--- src/rtl/cap_pkg.sv ---
// Shared types for the content-addressable parallel processor array:
// tag-unit op codes, tag-unit FSM states and a width helper.
package cap_pkg;

    typedef enum logic [2:0] {
        OP_NOP          = 3'd0,
        OP_SET_ALL      = 3'd1,
        OP_CLEAR_ALL    = 3'd2,
        OP_LOAD_MATCH   = 3'd3,
        OP_AND_MATCH    = 3'd4,
        OP_SELECT_FIRST = 3'd5,
        OP_STEP         = 3'd6,
        OP_COUNT        = 3'd7
    } op_e;

    typedef enum logic {
        ST_IDLE  = 1'b0,
        ST_COUNT = 1'b1
    } state_e;

    // $clog2 that never returns 0, so a 1-entry structure still gets a 1-bit index.
    function automatic int clog2_safe(input int n);
        return (n <= 2) ? 1 : $clog2(n);
    endfunction

endpackage

--- src/rtl/tag_prio_enc.sv ---
// Lowest-set-bit priority encoder: one-hot of the lowest set bit, its index,
// and the OR of the whole vector.
module tag_prio_enc
    import cap_pkg::*;
#(
    parameter int N_WORDS = 64,
    parameter int IDX_W   = clog2_safe(N_WORDS)
) (
    input  logic [N_WORDS-1:0] vec,
    output logic [N_WORDS-1:0] onehot,
    output logic [IDX_W-1:0]   idx,
    output logic               any
);

    // Two's-complement trick isolates the lowest set bit; all zero when vec is 0.
    assign onehot = vec & (~vec + N_WORDS'(1));
    assign any    = |vec;

    always_comb begin
        idx = '0;
        for (int i = N_WORDS - 1; i >= 0; i--) begin
            if (vec[i]) begin
                idx = IDX_W'(i);
            end
        end
    end

endmodule

--- src/rtl/cap_tag_resolver.sv ---
// Tag register and multiple-match resolver: combines match lines into the
// tags, walks responders lowest-first and counts them one chunk per cycle.
module cap_tag_resolver
    import cap_pkg::*;
#(
    parameter int N_WORDS = 64,
    parameter int CHUNK   = 16,
    parameter int IDX_W   = clog2_safe(N_WORDS),
    parameter int CNT_W   = $clog2(N_WORDS + 1)
) (
    input  logic               CLK,
    input  logic               RST_N,
    // An op transfers on a rising edge where op_valid && op_ready; op_valid
    // is ignored while op_ready is low and no op is queued.
    input  logic               op_valid,
    output logic               op_ready,
    input  logic [2:0]         op_code,
    input  logic [N_WORDS-1:0] match_lines,
    output logic [N_WORDS-1:0] tags,
    output logic               any_tag,
    output logic [IDX_W-1:0]   first_idx,
    output logic [CNT_W-1:0]   tag_count,
    output logic               count_valid,
    output logic               fsm_state
);

    localparam int N_CHUNKS = N_WORDS / CHUNK;
    localparam int PTR_W    = clog2_safe(N_CHUNKS);
    localparam logic [PTR_W-1:0] LAST_PTR = PTR_W'(N_CHUNKS - 1);

    state_e             state, state_n;
    logic [N_WORDS-1:0] tags_n;
    logic [N_WORDS-1:0] lowest_onehot;
    logic [CNT_W-1:0]   acc, acc_n;
    logic [PTR_W-1:0]   ptr, ptr_n;
    logic [CNT_W-1:0]   tag_count_n;
    logic               count_valid_n;
    logic [CNT_W-1:0]   chunk_sum;

    function automatic logic [CNT_W-1:0] chunk_pop(input logic [CHUNK-1:0] v);
        logic [CNT_W-1:0] s;
        s = '0;
        for (int i = 0; i < CHUNK; i++) begin
            s = s + CNT_W'(v[i]);
        end
        return s;
    endfunction

    tag_prio_enc #(
        .N_WORDS(N_WORDS),
        .IDX_W  (IDX_W)
    ) u_prio (
        .vec   (tags),
        .onehot(lowest_onehot),
        .idx   (first_idx),
        .any   (any_tag)
    );

    assign chunk_sum = acc + chunk_pop(tags[ptr*CHUNK +: CHUNK]);
    assign fsm_state = state;

    always_comb begin
        state_n       = state;
        tags_n        = tags;
        acc_n         = acc;
        ptr_n         = ptr;
        tag_count_n   = tag_count;
        count_valid_n = 1'b0;
        op_ready      = (state == ST_IDLE);

        case (state)
            ST_IDLE: begin
                if (op_valid) begin
                    case (op_e'(op_code))
                        OP_SET_ALL:      tags_n = '1;
                        OP_CLEAR_ALL:    tags_n = '0;
                        OP_LOAD_MATCH:   tags_n = match_lines;
                        OP_AND_MATCH:    tags_n = tags & match_lines;
                        // With no tags set the one-hot is zero, so both leave tags at 0.
                        OP_SELECT_FIRST: tags_n = lowest_onehot;
                        OP_STEP:         tags_n = tags & ~lowest_onehot;
                        OP_COUNT: begin
                            state_n = ST_COUNT;
                            acc_n   = '0;
                            ptr_n   = '0;
                        end
                        default: ;
                    endcase
                end
            end
            ST_COUNT: begin
                if (ptr == LAST_PTR) begin
                    tag_count_n   = chunk_sum;
                    count_valid_n = 1'b1;
                    state_n       = ST_IDLE;
                end else begin
                    acc_n = chunk_sum;
                    ptr_n = ptr + 1'b1;
                end
            end
            default: state_n = ST_IDLE;
        endcase
    end

    always_ff @(posedge CLK or negedge RST_N) begin
        if (!RST_N) begin
            state       <= ST_IDLE;
            tags        <= '0;
            acc         <= '0;
            ptr         <= '0;
            tag_count   <= '0;
            count_valid <= 1'b0;
        end else begin
            state       <= state_n;
            tags        <= tags_n;
            acc         <= acc_n;
            ptr         <= ptr_n;
            tag_count   <= tag_count_n;
            count_valid <= count_valid_n;
        end
    end

endmodule

--- config.mk ---
export PLATFORM = sky130hd
export DESIGN_NAME = cap_tag_resolver
export DESIGN_NICKNAME = d
export VERILOG_FILES = /design/src/rtl/cap_pkg.sv /design/src/rtl/tag_prio_enc.sv /design/src/rtl/cap_tag_resolver.sv
export SDC_FILE = /design/constraint.sdc
export NUM_CORES = 1
export LEC_CHECK = 0
export CELL_PAD_IN_SITES_DETAIL_PLACEMENT = 1
export CELL_PAD_IN_SITES_GLOBAL_PLACEMENT = 1
export CORE_UTILIZATION = 43
export DETAILED_ROUTE_END_ITERATION = 16
export PLACE_DENSITY_LB_ADDON = 0.15
export REMOVE_ABC_BUFFERS = 1
export SYNTH_ARGS = -nofsm -noshare
export SYNTH_HDL_FRONTEND = slang
export SYNTH_HIERARCHICAL = 1
export SYNTH_SLANG_ARGS = --single-unit
--- constraint.sdc ---
create_clock -name CLK -period 9.9 [get_ports CLK]
set_input_delay 1.485 -clock CLK [delete_from_list [all_inputs] [get_ports CLK]]
set_output_delay 1.485 -clock CLK [all_outputs]
set_load 0.02 [all_outputs]
==> flow_summary.json, run 1 <==
{
  "slowest_stage": "dfrtp_1",
  "tns_ns": 0,
  "postCtsSetupBuffers": 0,
  "fill_cells": 2293,
  "cts_resized": 0,
  "first_global_vias": 9167,
  "clock_latency_ns": 0.37,
  "min_period_ns": 5.67,
  "dr.pass1.iters": 5,
  "synth_cell_types": 73,
  "synth_edf_count": 0,
  "r2r_cells": 12,
  "setup_viol": 0,
  "place_inst": 1389,
  "grt_max_degree": 96,
  "cpMostUsedCell": "fa_1",
  "globalplace.congestion": 0.908,
  "crit_chain": "mux4_2 -> inv_1 -> fa_1 -> fa_1 -> fa_1 -> fa_1 -> fa_1 -> fa_1 -> nand2b_1 -> a211oi_1 -> a2bb2oi_1 -> o31ai_1",
  "yosysWarnings": 6,
  "cts_hold_buf": 0,
  "finClkSkew_ns": 0.00904,
  "grt_util_met1_pct": 43.8,
  "reg2reg_to": "acc[6]",
  "antenna_cells": 0,
  "std_cell_rows": 50,
  "status": "completed",
  "drt_iter0_drc": 566,
  "path_delay_family": "adder cells",
  "hp-class": "flip-flop to flip-flop",
  "fp.coreArea_mm2": 0.0190,
  "power_density_mw_per_mm2": 457,
  "drv_cap": 0,
  "wire_per_inst_um": 23.0,
  "syn_inst": 1048,
  "numPortBuffers": 150,
  "place_area_mm2": 0.00994,
  "slew_violations": 0,
  "cp-start-kind": "flip-flop",
  "final_cells": 1405,
  "drive_gt1_share_pct": 7.69,
  "cp_data_arrival_time_ns": 5.91,
  "cts_root_buffer": "clkbuf_16",
  "cts.sinks": 82,
  "gr-total-overflow": 0,
  "min_to": "tag_count[6]",
  "ys_ff_latch": 82,
  "ys_seq_area_share_pct": 24.3,
  "grt_first_pass_wirelength_um": 51500,
  "gr-usage-met2_pct": 53.5,
  "viasPerCell": 6.53,
  "fmax_mhz": 176,
  "finalHoldViolCount": 0,
  "async_flop_share_pct": 100,
  "synthesis.area_mm2": 0.00843,
  "track_usage_pct": 32.8,
  "design_area_mm2": 0.0103,
  "drc": 0,
  "drt_wl_total_um": 32400,
  "ant_nets": 0,
  "die_x_um": 142,
  "clockBufferDepth": 2,
  "top_usage_layer": "met2",
  "antenna_found_initial": 0,
  "hold-path-cell-count": 2,
  "ys.flop_type": "dfrtp_1",
  "worstSetupPathType": "flip-flop to flip-flop",
  "finalCritPeriodShare_pct": 57.2,
  "cp_max_fo": 19,
  "area_growth_pct": 21.6,
  "ir_worst_vdd_v": 0.000412,
  "p_leak_nw": 3.99,
  "required_ns": 10.14,
  "cp-end-kind": "flip-flop",
  "dr_total_vias": 9179,
  "nets": 1231,
  "cts_inserted_buffers": 9,
  "multi_input_area_mm2": 0.00575,
  "dpl.hpwl_um": 22000,
  "slowest_delay_ns": 0.98,
  "tritoncts": "yes",
  "rsz0062_at_grt": "false",
  "initial_core_util_pct": 44.5,
  "die_h_um": 142,
  "max_slew_margin_pct": 33.0,
  "tightest_slew_ns": 1.00,
  "use_met3_pct": 5.32,
  "ios": 151,
  "r2r-start": "ptr[0]",
  "synth.avg_cell_area_um2": 8.05,
  "r2r_slack_ns": 4.23,
  "path_clk_slew_ns": 0.07,
  "htreeDepth": 3,
  "die-area_mm2": 0.0202,
  "hp-start": "tag_count[6]",
  "crit_buf_inv": 1,
  "regArea_mm2": 0.00205
}
synthesized netlist by cell type, types with 11 or more instances:
cell type | count | area, um^2
buf_4 | 11 | 82.6
and2_1 | 11 | 68.8
mux4_2 | 16 | 360
nand2_1 | 29 | 109
dfrtp_1 | 82 | 2050
a32oi_1 | 30 | 263
a21oi_1 | 138 | 691
a31oi_1 | 38 | 238
nor4b_1 | 11 | 96.3
clkbuf_1 | 18 | 67.6
and3_1 | 11 | 68.8
o21ai_0 | 59 | 295
inv_1 | 68 | 255
a2bb2o_1 | 19 | 190
a21oi_2 | 11 | 96.3
nor3b_1 | 40 | 300
a22o_1 | 37 | 324
fa_1 | 12 | 240
nor3_1 | 42 | 210
nor2_1 | 122 | 458
o21ai_1 | 13 | 65.1
nor2b_1 | 12 | 75.1
nor4_1 | 19 | 119
buf_2 | 39 | 195
mux2i_1 | 21 | 210
state kept, by name, summed over array words and instances (netlist names):
name	count
count_valid	1
tag_count	7
ptr	2
fsm_state	1
tags	64
acc	7
worst max-delay path by stage:
stage            from      endpoint  slack [ns]  cells past startpoint
4_1_cts        ptr[0]  tag_count[6]        4.17                     12
2_1_floorplan  ptr[0]        acc[6]        4.66                     12
3_3_place_gp   ptr[0]  tag_count[6]        4.35                     12
3_5_place_dp   ptr[0]  tag_count[6]        4.19                     12
5_1_grt        ptr[0]  tag_count[6]        3.90                     12
6_report       ptr[0]        acc[6]        4.23                     12
power breakdown:
group | switching [mW] | internal (mW)
Combinational | 1.79 | 1.51
Sequential | 0.503 | 0.500
Clock | 0.164 | 0.222
Total | 2.46 | 2.23
kinds of logic (layout without fill, tap and decap cells):
family / count (synthesis) / after routing / synth area share [%]
flops: 82 / 82 / 24.3
xor+xnor: 3 / 3 / 0.312
fa+ha+maj: 21 / 21 / 4.18
mux: 39 / 39 / 7.03
compound gates: 388 / 388 / 31.1
simple gates: 370 / 370 / 25.1
buf+inv: 145 / 242 / 7.91
layer usage:
layer / wire [um] / vias up
met1: 14400 / 4640
met4: 716 / 0
li1: - / 4147
met5: 0 / -
met3: 2020 / 53
met2: 15200 / 339
per-stage QoR:
| stage | total power, mW | setup WS [ns] | hold slack (ns) | util (%) |
|---|---|---|---|---|
| 2_1_floorplan | 3.13 | 4.66 | 0.456 | - |
| 3_3_place_gp | 4.15 | 4.35 | 0.473 | 52.4 |
| 3_5_place_dp | 4.31 | 4.19 | 0.486 | 52.4 |
| 4_1_cts | 4.70 | 4.17 | 0.501 | 54.1 |
| 5_1_grt | 5.13 | 3.90 | 0.526 | 54.1 |
| 6_report | 4.69 | 4.23 | 0.494 | 54.1 |
layout by cell type, fill, tap and decap left out, types with 3 or more instances in the layout:
master / n
a211o_1: 3
a211oi_1: 7
a21oi_1: 138
a21oi_2: 11
a22o_1: 37
a2bb2o_1: 19
a2bb2o_4: 10
a31oi_1: 38
a32oi_1: 30
and2_1: 11
and3_1: 10
and3_2: 3
and4b_1: 6
buf_4: 11
clkbuf_16: 9
clkdlybuf4s50_1: 147
clkinv_4: 3
dfrtp_1: 82
fa_1: 12
ha_1: 9
inv_1: 68
mux2i_1: 21
mux4_2: 16
nand2_1: 29
nand2b_1: 10
nand3_1: 8
nand4_1: 3
nand4b_1: 6
nor2_1: 122
nor2b_1: 9
nor3_1: 42
nor3b_1: 40
nor4_1: 19
nor4b_1: 11
o21ai_0: 59
o21ai_1: 13
o31ai_1: 7
or4_1: 10
xor2_1: 3
final cells by class:
type,instances,area share [%]
clock buffers,10,2.23
clock inverters,6,0.891
inverters,68,2.49
multi-input cells,821,56.1
flip-flops and latches,82,20.0
well taps,260,3.17
repair buffers,158,15.2
worst register-to-register path: stages (launching register included):
cell and delay [ns]:
dfrtp_1 0.98, mux4_2 0.61, inv_1 0.09, fa_1 0.43, fa_1 0.53, fa_1 0.52, fa_1 0.53, fa_1 0.47
fa_1 0.42, nand2b_1 0.19, a211oi_1 0.45, a2bb2oi_1 0.23, o31ai_1 0.09
(Power assumes the default switching activity.)
==> inputs of run 2 (changes only) <==
--- a/config.mk
+++ b/config.mk
@@ -7,7 +7,7 @@
 export LEC_CHECK = 0
 export CELL_PAD_IN_SITES_DETAIL_PLACEMENT = 1
 export CELL_PAD_IN_SITES_GLOBAL_PLACEMENT = 1
-export CORE_UTILIZATION = 43
+export CORE_UTILIZATION = 40
 export DETAILED_ROUTE_END_ITERATION = 16
 export PLACE_DENSITY_LB_ADDON = 0.15
 export REMOVE_ABC_BUFFERS = 1
==> constraint.sdc (replaced) <==
create_clock -name CLK -period 5.4 [get_ports CLK]
set_input_delay 0.81 -clock CLK [delete_from_list [all_inputs] [get_ports CLK]]
set_output_delay 0.81 -clock CLK [all_outputs]
set_load 0.02 [all_outputs]
==> run 2 against run 1 <==
Die area grew 7.4%; critical path type unchanged; final area grew 3.3%; clock power grew 88%; first-iteration DRC count grew 25%; critical endpoint unchanged; flip-flop and latch count is the same; highest routed layer unchanged; via count grew 2.9%; register-to-register slack lost 4.0 ns; fmax grew 9.6%.
==> flow_summary.json, run 2 (synthesis results as in run 1) <==
{
  "dpl.hpwl_um": 24900,
  "path_clk_slew_ns": 0.07,
  "place_area_mm2": 0.0102,
  "htreeDepth": 3,
  "die_h_um": 147,
  "required_ns": 5.63,
  "r2r-start": "ptr[0]",
  "die_x_um": 147,
  "fmax_mhz": 193,
  "postCtsSetupBuffers": 0,
  "ir_worst_vdd_v": 0.000807,
  "ant_nets": 0,
  "cts_hold_buf": 0,
  "rsz0062_at_grt": "false",
  "regArea_mm2": 0.00205,
  "hp-start": "tag_count[6]",
  "cts_inserted_buffers": 9,
  "wire_per_inst_um": 24.3,
  "p_sw_share_pct": 52.6,
  "cts_root_buffer": "clkbuf_16",
  "dr_total_vias": 9443,
  "grt_max_degree": 82,
  "final_util_pct": 51.8,
  "post-place-ws_ns": 0.0369,
  "clock_power_share_pct": 8.0,
  "largest_reg_flops": 64,
  "initial_core_util_pct": 41.3,
  "gr-total-overflow": 0,
  "p_seq_share_pct": 16.5,
  "antenna_cells": 0,
  "slew_violations": 0,
  "clock_latency_ns": 0.36,
  "drc": 0,
  "fp.coreArea_mm2": 0.0204,
  "cts_resized": 0,
  "first_global_vias": 9327,
  "fill_cells": 2494,
  "track_usage_pct": 32.8,
  "largest-register": "tags",
  "drv_cap": 0,
  "slowest_delay_ns": 0.52,
  "cpMostUsedCell": "fa_1",
  "drt_wl_total_um": 35300,
  "tns_ns": 0,
  "area_growth_pct": 25.6,
  "antenna_found_initial": 1,
  "finClkSkew_ns": 0.00940,
  "hp-class": "flip-flop to flip-flop",
  "numPortBuffers": 150,
  "p_switching_mw": 4.77,
  "drive_gt1_share_pct": 11.0,
  "design_area_mm2": 0.0106,
  "reg.largest.list": "tags: 64 flops, acc: 7 flops, tag_count: 7 flops",
  "finalHoldViolCount": 0,
  "drt_iter0_drc": 705,
  "power_density_mw_per_mm2": 856,
  "layout_commonest_cell": "clkdlybuf4s50_1",
  "globalplace.congestion": 0.917,
  "cts.sinks": 82,
  "p_comb_share_pct": 75.5,
  "slowest_stage": "fa_1",
  "tightest_slew_ns": 1.05,
  "cp_data_arrival_time_ns": 5.40,
  "finalCritPeriodShare_pct": 95.7,
  "max_slew_margin_pct": 29.9,
  "setup_viol": 0,
  "p_leak_nw": 4.19,
  "status": "completed",
  "multi_input_area_mm2": 0.00575,
  "grt_first_pass_wirelength_um": 54800,
  "nets": 1272,
  "dr.pass1.iters": 5,
  "ios": 151,
  "cp-start-kind": "flip-flop",
  "worstSetupPathType": "flip-flop to flip-flop",
  "cp-end-kind": "flip-flop",
  "viasPerCell": 6.49,
  "crit_buf_inv": 4,
  "std_cell_rows": 52,
  "p_int_mw": 4.30,
  "startpoint": "ptr[0]",
  "clockBufferDepth": 2,
  "die-area_mm2": 0.0217,
  "crit_chain": "buf_6 -> mux4_2 -> inv_1 -> fa_1 -> inv_1 -> fa_1 -> inv_1 -> fa_1 -> fa_1 -> fa_1 -> fa_1 -> nand2b_1 -> a211oi_4 -> a2bb2oi_1 -> o31ai_1",
  "min_period_ns": 5.17,
  "path_delay_family": "adder cells",
  "most-common-layout-cells": "clkdlybuf4s50_1, a21oi_1, nor2_1",
  "setup_slack_ns": 0.231,
  "tritoncts": "yes",
  "cp_max_fo": 11
}
run 2: worst register-to-register path: stages (launching register included):
cell and delay [ns]:
dfrtp_1 0.46, buf_6 0.22, mux4_2 0.51, inv_1 0.11
fa_1 0.43, inv_1 0.12, fa_1 0.44, inv_1 0.10
fa_1 0.44, fa_1 0.52, fa_1 0.48, fa_1 0.41
nand2b_1 0.21, a211oi_4 0.29, a2bb2oi_1 0.21, o31ai_1 0.09
run 2: power groups by stage:
stage,sequential [mW],combinational [mW],clock (mW)
final,1.49,6.84,0.727
after global routing,1.53,7.52,0.746
after CTS,1.47,6.71,0.728
after detailed placement,1.48,6.64,0
after global placement,1.45,6.45,0
after floorplan,1.80,3.94,0
run 2: path summary, 6_finish.rpt:
check | end | slack [ns] | cells after the start
max | acc[6] | 0.23 | 15
min | tag_count[6] | 0.49 | 2
max reg2reg | acc[6] | 0.23 | 15
min reg2reg | tag_count[6] | 0.49 | 2
max in group asynchronous | tags[22] | 3.90 | 2
min in group asynchronous | tags[5] | 0.53 | 1
run 2: cell type report:
cell class | instances | area share, %
clock inverter | 6 | 0.851
timing repair buffer | 199 | 17.6
tap | 270 | 3.19
sequential | 82 | 19.4
clock buffer | 10 | 2.26
inverter | 68 | 2.41
multi-input combinational | 821 | 54.3
run 2: per-stage QoR:
step	hold slack (ns)	power, mW	instances
after detailed placement	0.486	8.12	1440
after global placement	0.475	7.90	1440
after CTS	0.501	8.91	1456
final	0.490	9.07	1456
after floorplan	0.456	5.74	971
after global routing	0.539	9.80	1456
run 2: routing by layer:
layer / up-vias / wire [um] / GRT usage, %
met4: 0 / 853 / 11.5
met5: - / 0 / 0
met3: 54 / 2400 / 5.84
met2: 378 / 16700 / 53.1
li1: 4217 / - / -
met1: 4794 / 15400 / 44.0
